File: config.mk
export PLATFORM = sky130hd
export DESIGN_NAME = instr_exec_unit
export DESIGN_NICKNAME = d
export VERILOG_FILES = /design/src/rtl/instr_exec_unit.sv
export SDC_FILE = /design/constraint.sdc
export NUM_CORES = 1
export LEC_CHECK = 0
export CAP_MARGIN = 20
export CORE_ASPECT_RATIO = 0.9
export CORE_UTILIZATION = 50
export CTS_BUF_LIST = sky130_fd_sc_hd__clkbuf_8
export DETAILED_ROUTE_END_ITERATION = 6
export PLACE_DENSITY = 0.79
export SYNTH_ARGS = -nofsm -noshare
export SYNTH_HDL_FRONTEND = slang
export SYNTH_SLANG_ARGS = --single-unit
File: constraint.sdc
create_clock -name clk -period 4.97 [get_ports clk]
set_input_delay 0.497 -clock clk [delete_from_list [all_inputs] [get_ports clk]]
set_output_delay 0.497 -clock clk [all_outputs]
set_load 0.1 [all_outputs]
File: src/rtl/instr_exec_unit.sv
// Instruction execute unit: pops 12-bit words from the queue, runs them on an 8-entry regfile.
// Optional shift-add multiplier built when IEU_MUL_EN is defined; otherwise opcode 110 is a NOP.
module instr_exec_unit #(
    parameter int DATA_W = 8
) (
    input  logic              clk,
    input  logic              rst_n,
    input  logic              run,
    input  logic [11:0]       q_instr,
    input  logic              q_empty,
    output logic              q_dequeue,
    output logic              busy,
    output logic              halted,
    output logic [7:0]        retire_cnt,
    input  logic [2:0]        dbg_sel,
    output logic [DATA_W-1:0] dbg_data
);

    localparam int CW = $clog2(DATA_W);

`ifdef IEU_MUL_EN
    typedef enum logic [1:0] {
        S_FETCH = 2'd0,
        S_EXEC  = 2'd1,
        S_MUL   = 2'd2,
        S_HALT  = 2'd3
    } state_t;
`else
    typedef enum logic [1:0] {
        S_FETCH = 2'd0,
        S_EXEC  = 2'd1,
        S_HALT  = 2'd3
    } state_t;
`endif

    state_t            r_state;
    state_t            w_next;
    logic [11:0]       r_instr;
    logic [DATA_W-1:0] r_regs [8];
    logic [7:0]        r_retire;

    logic [2:0]        w_op;
    logic [2:0]        w_rd;
    logic [2:0]        w_rs;
    logic [2:0]        w_rt;
    logic [5:0]        w_imm;
    logic [DATA_W-1:0] w_rs_val;
    logic [DATA_W-1:0] w_rt_val;
    logic              w_wr_en;
    logic [DATA_W-1:0] w_wr_data;
    logic              w_retire;
    logic              w_mul_start;

    assign w_op     = r_instr[11:9];
    assign w_rd     = r_instr[8:6];
    assign w_rs     = r_instr[5:3];
    assign w_rt     = r_instr[2:0];
    assign w_imm    = r_instr[5:0];
    assign w_rs_val = r_regs[w_rs];
    assign w_rt_val = r_regs[w_rt];

`ifdef IEU_MUL_EN
    logic [DATA_W-1:0] r_mcand;
    logic [DATA_W-1:0] r_mplier;
    logic [DATA_W-1:0] r_acc;
    logic [CW-1:0]     r_bitcnt;
    logic [DATA_W-1:0] w_acc_next;

    assign w_acc_next = r_acc + (r_mplier[0] ? r_mcand : '0);
`endif

    always_ff @(posedge clk or negedge rst_n) begin
        if (!rst_n) begin
            r_state <= S_FETCH;
        end else begin
            r_state <= w_next;
        end
    end

    always_comb begin
        w_next      = r_state;
        q_dequeue   = 1'b0;
        w_wr_en     = 1'b0;
        w_wr_data   = '0;
        w_retire    = 1'b0;
        w_mul_start = 1'b0;
        unique case (r_state)
            S_FETCH: begin
                if (run && !q_empty) begin
                    q_dequeue = 1'b1;
                    w_next    = S_EXEC;
                end
            end
            S_EXEC: begin
                w_next = S_FETCH;
                unique case (w_op)
                    3'b000: w_retire = 1'b1;
                    3'b001: begin
                        w_wr_en   = 1'b1;
                        w_wr_data = w_rs_val + w_rt_val;
                        w_retire  = 1'b1;
                    end
                    3'b010: begin
                        w_wr_en   = 1'b1;
                        w_wr_data = w_rs_val - w_rt_val;
                        w_retire  = 1'b1;
                    end
                    3'b011: begin
                        w_wr_en   = 1'b1;
                        w_wr_data = w_rs_val & w_rt_val;
                        w_retire  = 1'b1;
                    end
                    3'b100: begin
                        w_wr_en   = 1'b1;
                        w_wr_data = w_rs_val ^ w_rt_val;
                        w_retire  = 1'b1;
                    end
                    3'b101: begin
                        w_wr_en   = 1'b1;
                        w_wr_data = DATA_W'(w_imm);
                        w_retire  = 1'b1;
                    end
                    3'b110: begin
`ifdef IEU_MUL_EN
                        w_mul_start = 1'b1;
                        w_next      = S_MUL;
`else
                        w_retire = 1'b1;
`endif
                    end
                    3'b111: begin
                        w_retire = 1'b1;
                        w_next   = S_HALT;
                    end
                endcase
            end
`ifdef IEU_MUL_EN
            S_MUL: begin
                // Final bit folds straight into the writeback.
                if (r_bitcnt == CW'(DATA_W - 1)) begin
                    w_wr_en   = 1'b1;
                    w_wr_data = w_acc_next;
                    w_retire  = 1'b1;
                    w_next    = S_FETCH;
                end
            end
`endif
            S_HALT: begin
                w_next = S_HALT;
            end
            default: begin
                w_next = S_FETCH;
            end
        endcase
    end

    always_ff @(posedge clk or negedge rst_n) begin
        if (!rst_n) begin
            r_instr  <= '0;
            r_retire <= '0;
            for (int i = 0; i < 8; i++) begin
                r_regs[i] <= '0;
            end
        end else begin
            if (q_dequeue) begin
                r_instr <= q_instr;
            end
            if (w_retire) begin
                r_retire <= r_retire + 8'd1;
            end
            if (w_wr_en && (w_rd != 3'd0)) begin
                r_regs[w_rd] <= w_wr_data;
            end
        end
    end

`ifdef IEU_MUL_EN
    always_ff @(posedge clk or negedge rst_n) begin
        if (!rst_n) begin
            r_mcand  <= '0;
            r_mplier <= '0;
            r_acc    <= '0;
            r_bitcnt <= '0;
        end else if (w_mul_start) begin
            r_mcand  <= w_rs_val;
            r_mplier <= w_rt_val;
            r_acc    <= '0;
            r_bitcnt <= '0;
        end else if (r_state == S_MUL) begin
            r_acc    <= w_acc_next;
            r_mcand  <= r_mcand << 1;
            r_mplier <= r_mplier >> 1;
            r_bitcnt <= r_bitcnt + 1'b1;
        end
    end

    assign busy = (r_state == S_EXEC) || (r_state == S_MUL);
`else
    assign busy = (r_state == S_EXEC);
`endif

    assign halted     = (r_state == S_HALT);
    assign retire_cnt = r_retire;
    assign dbg_data   = (dbg_sel == 3'd0) ? '0 : r_regs[dbg_sel];

endmodule

==> results of run 1 <==
logic make-up after synthesis:
group | Yosys count | share of synthesized area, %
AND/OR/NAND/NOR | 150 | 12.3
AO/OA/AOI/OAI | 115 | 12.4
flip-flops | 86 | 39.0
multiplexers | 81 | 25.1
buffers and inverters | 53 | 4.13
adder cells (fa/ha/maj) | 18 | 4.22
XOR/XNOR | 17 | 2.83
layout make-up:
class                      count  area [µm²]
fill                         898        4580
multi-input combinational    381        3140
sequential                    86        2150
timing repair buffer          44         440
tap                          133         166
clock buffer                  10         138
clock inverter                 6        91.3
inverter                      15        56.3
state kept, by name (all words and copies together), names as in the netlist:
| register | cells |
|---|---|
| retire_cnt | 8 |
| r_instr | 12 |
| r_state | 2 |
| r_regs | 64 |
routing by layer:
layer | track usage, % | part of all wire, % | up-vias
met4 | 9.74 | 2.1 | 0
li1 | - | - | 1932
met2 | 41.9 | 49 | 185
met3 | 5.51 | 7.4 | 30
met5 | 0 | 0 | -
met1 | 33.8 | 41 | 2173
where the power goes:
| group | internal (mW) | switching [mW] | total (mW) |
|---|---|---|---|
| Sequential | 0.890 | 0.282 | 1.17 |
| Clock | 0.301 | 0.269 | 0.571 |
| Combinational | 0.922 | 1.25 | 2.18 |
worst paths after layout:
| kind | end | from | depth (start not counted) | slack (ns) |
|---|---|---|---|---|
| max | r_regs[31] | r_instr[1] | 14 | 0.67 |
| min | r_regs[18] | rst_n | 1 | 0.05 |
| max reg2reg | r_regs[31] | r_instr[1] | 14 | 0.67 |
| min reg2reg | r_regs[63] | r_regs[63] | 0 | 0.43 |
| max in group asynchronous | r_regs[57] | rst_n | 2 | 4.30 |
| min in group clk | r_regs[63] | r_regs[63] | 0 | 0.43 |
cells in the final DEF (no fill, tap or decap), types with 3 or more instances in the layout:
| cell | instances |
|---|---|
| o21ai_1 | 18 |
| ha_1 | 17 |
| a21oi_1 | 6 |
| inv_1 | 13 |
| xnor2_1 | 13 |
| o41ai_1 | 8 |
| inv_6 | 3 |
| nor2b_1 | 15 |
| clkbuf_8 | 10 |
| mux2i_4 | 3 |
| a221oi_1 | 8 |
| buf_4 | 14 |
| nand2_1 | 85 |
| a222oi_1 | 3 |
| mux2_2 | 15 |
| clkdlybuf4s50_1 | 28 |
| mux2_1 | 6 |
| nand2b_1 | 4 |
| a31oi_1 | 3 |
| nand3_1 | 5 |
| mux2i_1 | 15 |
| o21ai_0 | 59 |
| dfrtp_1 | 86 |
| xor2_1 | 3 |
| mux4_2 | 40 |
| and3_1 | 4 |
| nor2_1 | 22 |
| nor3_1 | 3 |
==> flow_summary_export.csv, run 1 <==
group,metric,value,unit
run_status,status,"completed",
sta,finalSetupViolations,0,
hold_path,min_path_type,"in2async",
yosys,syn_inst,520,
critical_path,critPathTopFamily,"multiplexers",
place,dpl.hpwl,9.48,mm
yosys,synth_warnings,0,
routing,viasPerCell,6.40,
floorplan,die_area,11500,µm²
yosys,synth-seq-area-share,39.0,%
yosys,synth_nets,557,
yosys,yosys-top-cells-count,"dfrtp_1 (86), nand2_1 (85), o21ai_0 (59)",
clocking,numCtsBuffers,9,
finish,final_cells,675,
floorplan,ioPinCount,38,
routing,post_drt_wl_per_cell,20.4,µm
yosys,synth.distinct_cells,51,
sta,clock_skew,0.00777,ns
sta,rsz0062_at_grt,"no",
clocking,post_cts_buffers,0,
sta,setup_ws,0.674,ns
clocking,cts.sinks,86,
yosys,async_flop_share,100,%
yosys,synth-edff-count,0,
global_route,grtUsageTotal,25.6,%
floorplan,floorplan.initialDensity,51.3,%
global_route,grt_pass1_wl,21.9,mm
sta,holdWs,0.0513,ns
clocking,cts_tree,"built",
critical_path,worstSetupStartpointType,"register",
power_and_ir_drop,p_per_area,633,nW/µm²
sta,hold_viol_final,0,
sta,worstMarginPinSlew,1.00,ns
clocking,htree_levels,3,
routing,antenna_left,0,
global_route,grt_pass1_vias,4125,
power_and_ir_drop,total_power,3.92,mW
floorplan,die_h,102,µm
yosys,yosys.area.top_type_share,39.0,%
floorplan,rows,36,
clocking,insertion_delay,0.38,ns
sta,tns,0,ns
flow_run,drv_cap,0,
yosys,synth_area,5520,µm²
clocking,cts-resized-gates,0,
yosys,synth-seq-cells,86,
finish,post-route-util,57.5,%
floorplan,die_x,113,µm
critical_path,required,5.23,ns
power_and_ir_drop,leakagePower,2.69,nW
critical_path,crit_fanout,18,
sta,fin_crit_sh,86.4,%
clocking,hold_buffers,0,
clocking,path_clk_slew,0.09,ns
global_route,grt_max_degree,87,
routing,finalWirelength,13.8,mm
critical_path,max_stage_delay,0.90,ns
critical_path,path_class,"reg2reg",
routing,drcViolationCount,0,
yosys,synth_largest_area_cell,"dfrtp_1",
sta,period_minus_slack,4.30,ns
finish,final_area,6190,µm²
sta,slew_headroom,33.1,%
finish,area_growth_syn_to_layout,12.2,%
sta,finalMaxSlewViolations,0,
critical_path,crit_slowest_cell,"dfrtp_1",
sta,fmax,0.233,GHz
yosys,syn_area_per_cell,10.6,µm²
routing,dr.pass1.iters,5,
yosys,ys.flop_type,"dfrtp_1",
clocking,root_buffer,"clkbuf_8",
clocking,clk_path_buf_depth,2,
yosys,yosys-top-cells-area,"dfrtp_1 (39%), mux4_2 (16%), nand2_1 (5.8%), o21ai_0 (5.4%), ha_1 (3.9%)",
floorplan,floorplan.core_area,10800,µm²
place,dp.cells,657,
critical_path,path_buf_inv,1,
power_and_ir_drop,ir_drop,0.342,mV
place,place_area,5900,µm²
yosys,yosysMostFrequentCell,"dfrtp_1",
finish,layout-drive-gt1-share,18.6,%
routing,num_vias,4320,
critical_path,path_cells,"mux4_2 > mux2i_1 > ha_1 > nand2_1 > o21ai_1 > inv_1 > ha_1 > nor2b_1 > o21ai_1 > a21oi_1 > o41ai_1 > xnor2_1 > mux2_4 > o41ai_1",
place,gp_congestion,0.958,
global_route,antenna_found_initial,0,
place,portBuffers,37,
finish,layout.nets,574,
finish,n_antenna_cell,0,
global_route,overflow,0,
critical_path,cp.arrival,4.55,ns
routing,drtIter0Drc,427,
critical_path,end_kind,"register",
place,pre_cts_ws,0.700,ns
Power figures use the tool's default switching activity.
==> inputs of run 2 (changes only) <==
--- a/config.mk
+++ b/config.mk
@@ -5,6 +5,7 @@
 export SDC_FILE = /design/constraint.sdc
 export NUM_CORES = 1
 export LEC_CHECK = 0
+export ABC_CLOCK_PERIOD_IN_PS = 4970
 export CAP_MARGIN = 20
 export CORE_ASPECT_RATIO = 0.9
 export CORE_UTILIZATION = 50
==> results of run 2 <==
Final layout, timing and power as in run 1 (identical DEF).
